## src/rtl/sync_fifo_rd_stream.sv

```systemverilog
// FWFT valid/ready adapter for a registered-read FIFO: 3-entry skid buffer, out_valid 2 cycles after fifo_rd, 1 word/cycle.
// fifo_rd is registered-state driven (no out_ready path); optional beat counter under SYNC_FIFO_RD_STREAM_STAT_EN.
module sync_fifo_rd_stream #(
  parameter int WIDTH = 8
) (
  input  logic             clk,
  input  logic             rst_n,
  output logic             fifo_rd,
  input  logic [WIDTH-1:0] fifo_dout,
  input  logic             fifo_empty,
  input  logic             flush,
  output logic             out_valid,
  input  logic             out_ready,
  output logic [WIDTH-1:0] out_data,
  output logic [31:0]      beat_cnt
);

  logic [1:0]       occ_q, occ_d;
  logic [1:0]       head_q, head_d;
  logic [1:0]       tail_q, tail_d;
  logic             infl_q, infl_d;
  logic [WIDTH-1:0] mem_q [3];
  logic [WIDTH-1:0] mem_d [3];
  logic             push;
  logic             pop;

  function automatic logic [1:0] ptr_inc(input logic [1:0] p);
    return (p == 2'd2) ? 2'd0 : p + 2'd1;
  endfunction

  // A slot is held back for the word already in flight, so capture never overflows.
  assign fifo_rd   = rst_n & ~flush & ~fifo_empty &
                     (({1'b0, occ_q} + {2'b0, infl_q}) < 3'd3);
  assign out_valid = rst_n & (occ_q != 2'd0);
  assign out_data  = out_valid ? mem_q[head_q] : '0;
  assign push      = infl_q & ~flush;
  assign pop       = out_valid & out_ready;

  always_comb begin
    occ_d  = occ_q;
    head_d = head_q;
    tail_d = tail_q;
    infl_d = infl_q;
    mem_d  = mem_q;
    if (push) begin
      mem_d[tail_q] = fifo_dout;
    end
    if (flush) begin
      occ_d  = 2'd0;
      infl_d = 1'b0;
      head_d = 2'd0;
      tail_d = 2'd0;
    end else begin
      infl_d = fifo_rd;
      if (push) tail_d = ptr_inc(tail_q);
      if (pop)  head_d = ptr_inc(head_q);
      case ({push, pop})
        2'b10:   occ_d = occ_q + 2'd1;
        2'b01:   occ_d = occ_q - 2'd1;
        default: occ_d = occ_q;
      endcase
    end
  end

  always_ff @(posedge clk) begin
    if (!rst_n) begin
      occ_q  <= 2'd0;
      head_q <= 2'd0;
      tail_q <= 2'd0;
      infl_q <= 1'b0;
      mem_q  <= '{default: '0};
    end else begin
      occ_q  <= occ_d;
      head_q <= head_d;
      tail_q <= tail_d;
      infl_q <= infl_d;
      mem_q  <= mem_d;
    end
  end

`ifdef SYNC_FIFO_RD_STREAM_STAT_EN
  logic [31:0] beat_cnt_q, beat_cnt_d;

  // Counts consumer handshakes, including one coinciding with flush; saturates.
  always_comb begin
    beat_cnt_d = beat_cnt_q;
    if (pop && (beat_cnt_q != 32'hFFFF_FFFF)) begin
      beat_cnt_d = beat_cnt_q + 32'd1;
    end
  end

  always_ff @(posedge clk) begin
    if (!rst_n) begin
      beat_cnt_q <= 32'd0;
    end else begin
      beat_cnt_q <= beat_cnt_d;
    end
  end

  assign beat_cnt = beat_cnt_q;
`else
  assign beat_cnt = 32'd0;
`endif

endmodule

```

## config.mk

```make
export PLATFORM = sky130hd
export DESIGN_NAME = sync_fifo_rd_stream
export DESIGN_NICKNAME = d
export VERILOG_FILES = /design/src/rtl/sync_fifo_rd_stream.sv
export SDC_FILE = /design/constraint.sdc
export NUM_CORES = 1
export LEC_CHECK = 0
export CORE_ASPECT_RATIO = 1.4
export CORE_MARGIN = 5
export CORE_UTILIZATION = 35
export DETAILED_ROUTE_END_ITERATION = 10
export PLACE_DENSITY = 0.66
export SLEW_MARGIN = 30
export SYNTH_ARGS = -nofsm -noshare
export SYNTH_HDL_FRONTEND = slang
export SYNTH_SLANG_ARGS = --single-unit
```

## constraint.sdc

```tcl
create_clock -name clk -period 4.2 [get_ports clk]
set_input_delay 1.05 -clock clk [delete_from_list [all_inputs] [get_ports clk]]
set_output_delay 1.05 -clock clk [all_outputs]
set_load 0.05 [all_outputs]
```

# Word-level counts from Yosys, hierarchy flattened

Cells that the tools add are included.
W data, S select, Z words.

Bits in registers: 31
Bits of input ports: 13
Output and inout bits: 42
Word-level logic and storage cells: 45

Add/subtract/negate cells: 5
$lt $le $gt $ge: 4
Equality and inequality tests: 4
Multiplexer cells: 10
Bitwise gates (word level): 11
Reductions and logical operators: 4

Operator list:

| kind                  | count |
|---|---|
| $mux W8               | 4 |
| $bwmux W24            | 1 |
| $bmux W8 S2           | 1 |
| $demux W8 S2          | 1 |
| $add A2 B1 Y2 const B | 3 |
| $and A1 B1 Y1         | 6 |
| $eq A2 B2 Y1 const B  | 3 |
| $ge A3 B3 Y1 const B  | 2 |
| $not A2 Y3            | 2 |
| $mux W2               | 2 |
| $pmux W2 S2           | 1 |
| $reduce_bool A2 Y1    | 2 |
| $add A2 B1 Y3         | 1 |
| $lt A3 B1 Y1 const B  | 1 |
| $lt A3 B2 Y1 const B  | 1 |
| $not A1 Y1            | 3 |
| $eq A2 B1 Y1 const B  | 1 |
| $reduce_or A2 Y1      | 1 |
| $sub A2 B1 Y2 const B | 1 |
| $logic_and A1 B1 Y1   | 1 |

# Longest topological paths before layout

Depth in word-level cells: 6
Mapped depth: 7
Gate-level depth less buffers: 6

# Worst setup path before layout

No wires, ideal clock.

Kind: input -> output
Start point: input rst_n
End point: output fifo_rd
Data arrival time: 3.805 ns
Data required time: 3.150 ns
Path slack: -0.655 ns
Stages on the path: 3
Path buffers: 1
Path through: buf_2 -> nand2_1 -> a2111oi_0

Cells in the longest elaborated chain, start to end: 3

Ends and longest elaborated chain:

| element                     | RTL line | RTL |
|---|---|---|
| start, declared             | 7        | `input logic rst_n,` |
| $and A1 B1 Y1 (3 in series) | 32       | `assign fifo_rd = rst_n & ~flush & ~fifo_empty &` |
| end, declared               | 8        | `output logic fifo_rd,` |

Every way passes these cells.

# Worst setup path after layout

Start point: input flush
End point: output fifo_rd

Cells in the longest elaborated chain, start to end: 4

Ends and longest elaborated chain:

| element                     | RTL line | RTL |
|---|---|---|
| start, declared             | 11       | `input logic flush,` |
| $not A1 Y1                  | 32       |  |
| $and A1 B1 Y1 (3 in series) | 32       |  |

Every way passes these cells.

==> impl_results.md <==
* FP Rows at 30
* CTS Buffer Depth at 2
* Fin crit share at between 80% and 90%
* Worst hold path depth at 2
* FF-to-FF setup slack at between 2000 and 3000 ps
* Critical path type: primary input to output port
* Crit path launch type: primary input
* Ys Warns at 0
* CP bufs+invs at 3
* DIE HEIGHT at 93.68 um
* Vias at roughly 1,200
* Netlist cell types at 26
* Clock Sinks at 31
* DP HPWL at 2.530 mm
* H-Tree Depth at 2
* # DRC at 0
* GRT Max-Usage Layer: met2
* Routed WL at between 3 and 4 mm
* Reg-to-reg critical path endpoint: occ_q[1]
* Final Hold Fails at 0
* Gr usage total at between 10% and 20%
* Root buffer cell: clkbuf_8
* First-pass GRT wire length at roughly 5.8 mm
* TritonCTS buffer count at 5
* Slew @ Worst Pin at between 800 and 900 ps
* Register area share after synthesis at 35.45%
* DR iter-0 viols at 53
* Crit Path Max Fanout at 8
* RSZ-0062 raised after global routing: false
* Die area at ~6500 um^2
* Dpl cells at ~270
* P per Cell Area at a little over 300 nW/um^2
* Final Setup Violations at 0
* Hold Startpoint: mem_q[16]
* Non-Filler Instances at between 200 and 300
* Met1 GRT Util at 12.26%
* Pleak at approximately 0.00072 uW
* Reg clk slew, reported paths at roughly 60 ps
* Initial antenna violation count at 0
* Reg area at 620.6 um^2
* Vias in the first global route at roughly 1,200
* DRT Pass-1 Iters at 4
* Register bit count reported by yosys at 31
* Highest Clock Rate at 270.8 MHz
* Most common cell after layout, fill and taps aside: conb_1
* CP endpoint kind: output port
* Crit path cell chain: clkdlybuf4s50_1 -> inv_1 -> nand2_1 -> a2111oi_1 -> buf_12
* CTS tree: done
* Slowest CP cell: a2111oi_1
* Status: finished, final reports clean
* # Max-Cap Violations at 0
* Core Area at around 4800 um^2
* Worst-Skew Late Latency at between 200 and 300 ps
* Met3 Use GR at ~4.2%
* Hold path endpoint: mem_q[16]
* IO Pins at 55
* Largest delay share family, worst path: buffers and inverters
* CTS resizes at 0
* VDD IR-drop max at 0.1397 mV
* Die W at about 70 um
* Layout cells sized above 1 at 12.90%
* HP Class: flip-flop to flip-flop
* Via density at around 4.4
* R2R cell count at 5
* Gpl congestion at approximately 0.75
* Fillcell total at between 400 and 500
* Overflow after GRT at 0
* Post-CTS Hold Buffers at 0
* Commonest non-fill, non-tap cells in the layout: conb_1 (32), dfxtp_1 (31), nand2_1 (29), mux2i_1 (25), nor2b_1 (17)
* Tot Pwr at about 650 uW
* Minimum clock period at 3693 ps
* Starting Density at a little over a third
* Cell Area, Synth at between 1500 and 2000 um^2
* Crit path arrival time at around 2600 ps
* CP Data Required Time at approximately 3200 ps
* TNS Setup at 0 ps
* CP max stage delay at around 600 ps
* Largest net degree at the start of global routing at 25
* Cells after Synth at 196
* Final net count at between 200 and 250
* Finished Core Util at between 40% and 50%
* Clock Skew at about 3.9 ps
* Port Buffers at 22
* Syn_area_per_cell at just under 9 um^2
* Met2 Use GR at between 10% and 20%
* Post-DR wirelength/cell at 12.22 um
* Synth-to-layout area growth at 19.30%
* Diode count at 0
* FF-to-FF Start: occ_q[0]
* Multi-input logic area at between 900 and 1000 um^2
* Rel. slew slack at between 40% and 50%
* ANT nets after route at 0
* Slew Limit Fails at 0
* Postcts setup bufs at 0
==> power breakdown <==
group	leakage (uW)	switching [uW]	total (uW)	internal (uW)
Sequential	0.000250	2.54	299	297
Combinational	0.000422	78.8	100	21.3
Clock	0.0000515	101	250	149
==> cell usage after synthesis <==
cell       count  area share [%]
o211ai_1       1            0.43
mux2i_1       25              14
a21boi_1       8             3.4
ha_1           3             2.1
and4bb_1       2             1.4
xnor2_1        1            0.50
dfxtp_1       31              35
inv_1          3            0.64
o21ai_0        1            0.29
buf_2          2            0.57
nor2b_1       17             6.1
nand2_1       29             6.2
or4b_1         1            0.57
nor2_1         4            0.86
o21ai_1        1            0.29
clkbuf_1       4            0.86
a2111oi_0      2             1.0
a21oi_1       11             3.1
mux2_2         1            0.64
buf_4         35              15
or3_1          2            0.71
xor2_1         1            0.50
nor4b_4        1             1.4
conb_1         1            0.21
or3b_1         1            0.50
or2_2          8             2.9
==> metal layers <==
metal,share of wire [%],wire length (um),vias to the layer above
met2,49,1683,46
met1,41,1416,568
met5,0,0,-
li1,-,-,625
met4,1.7,57,0
met3,8.1,277,5
==> final cells by class <==
cell class / count / share of cell area [%]
multi-input cells: 152 / 45.42
flip-flops and latches: 31 / 29.72
repair buffers: 23 / 15.70
clock buffers: 8 / 4.793
well taps: 64 / 3.835
inverters: 3 / 0.5392
==> sequential cells by signal, indices dropped and copies added (netlist names) <==
register / flops
mem_q: 24
occ_q: 2
infl_q: 1
tail_q: 2
head_q: 2
==> tightest hold or removal path, delay by kind of cell (launching register included) <==
kind / cells / cell delay (ps)
AO/OA/AOI/OAI: 1 / 50
flip-flops: 1 / 310
AND/OR/NAND/NOR: 1 / 50
==> per-stage QoR <==
stage / hold WS [ps] / area, um^2 / setup WS [ps]
2_1_floorplan: 434.4 / 1868 / 26.18
3_3_place_gp: 440.7 / 1988 / 527.6
3_5_place_dp: 450.2 / 1988 / 506.7
4_1_cts: 456.9 / 2088 / 488.8
5_1_grt: 481.9 / 2088 / 336.0
6_report: 454.4 / 2088 / 507.0
==> cells by family (layout without fill, tap and decap cells) <==
| family | count (synthesis) | in the layout | synth area share [%] |
|---|---|---|---|
| buf+inv | 44 | 34 | 17.08 |
| other cells | 1 | 32 | 0.2142 |
| xor+xnor | 2 | 2 | 1.001 |
| simple gates | 65 | 65 | 20.59 |
| fa+ha+maj | 3 | 3 | 2.145 |
| compound gates | 24 | 24 | 8.577 |
| flops | 31 | 31 | 35.45 |
| mux | 26 | 26 | 14.94 |
==> worst max-delay path by stage <==
stage          endpoint  depth (start not counted)  slack, ps   from
2_1_floorplan   fifo_rd                          3         30  rst_n
3_3_place_gp    fifo_rd                          5        530  flush
3_5_place_dp    fifo_rd                          5        510  flush
4_1_cts         fifo_rd                          5        490  flush
5_1_grt         fifo_rd                          5        340  flush
6_report        fifo_rd                          5        510  flush
No activity file was read; power rests on OpenSTA's default activity.
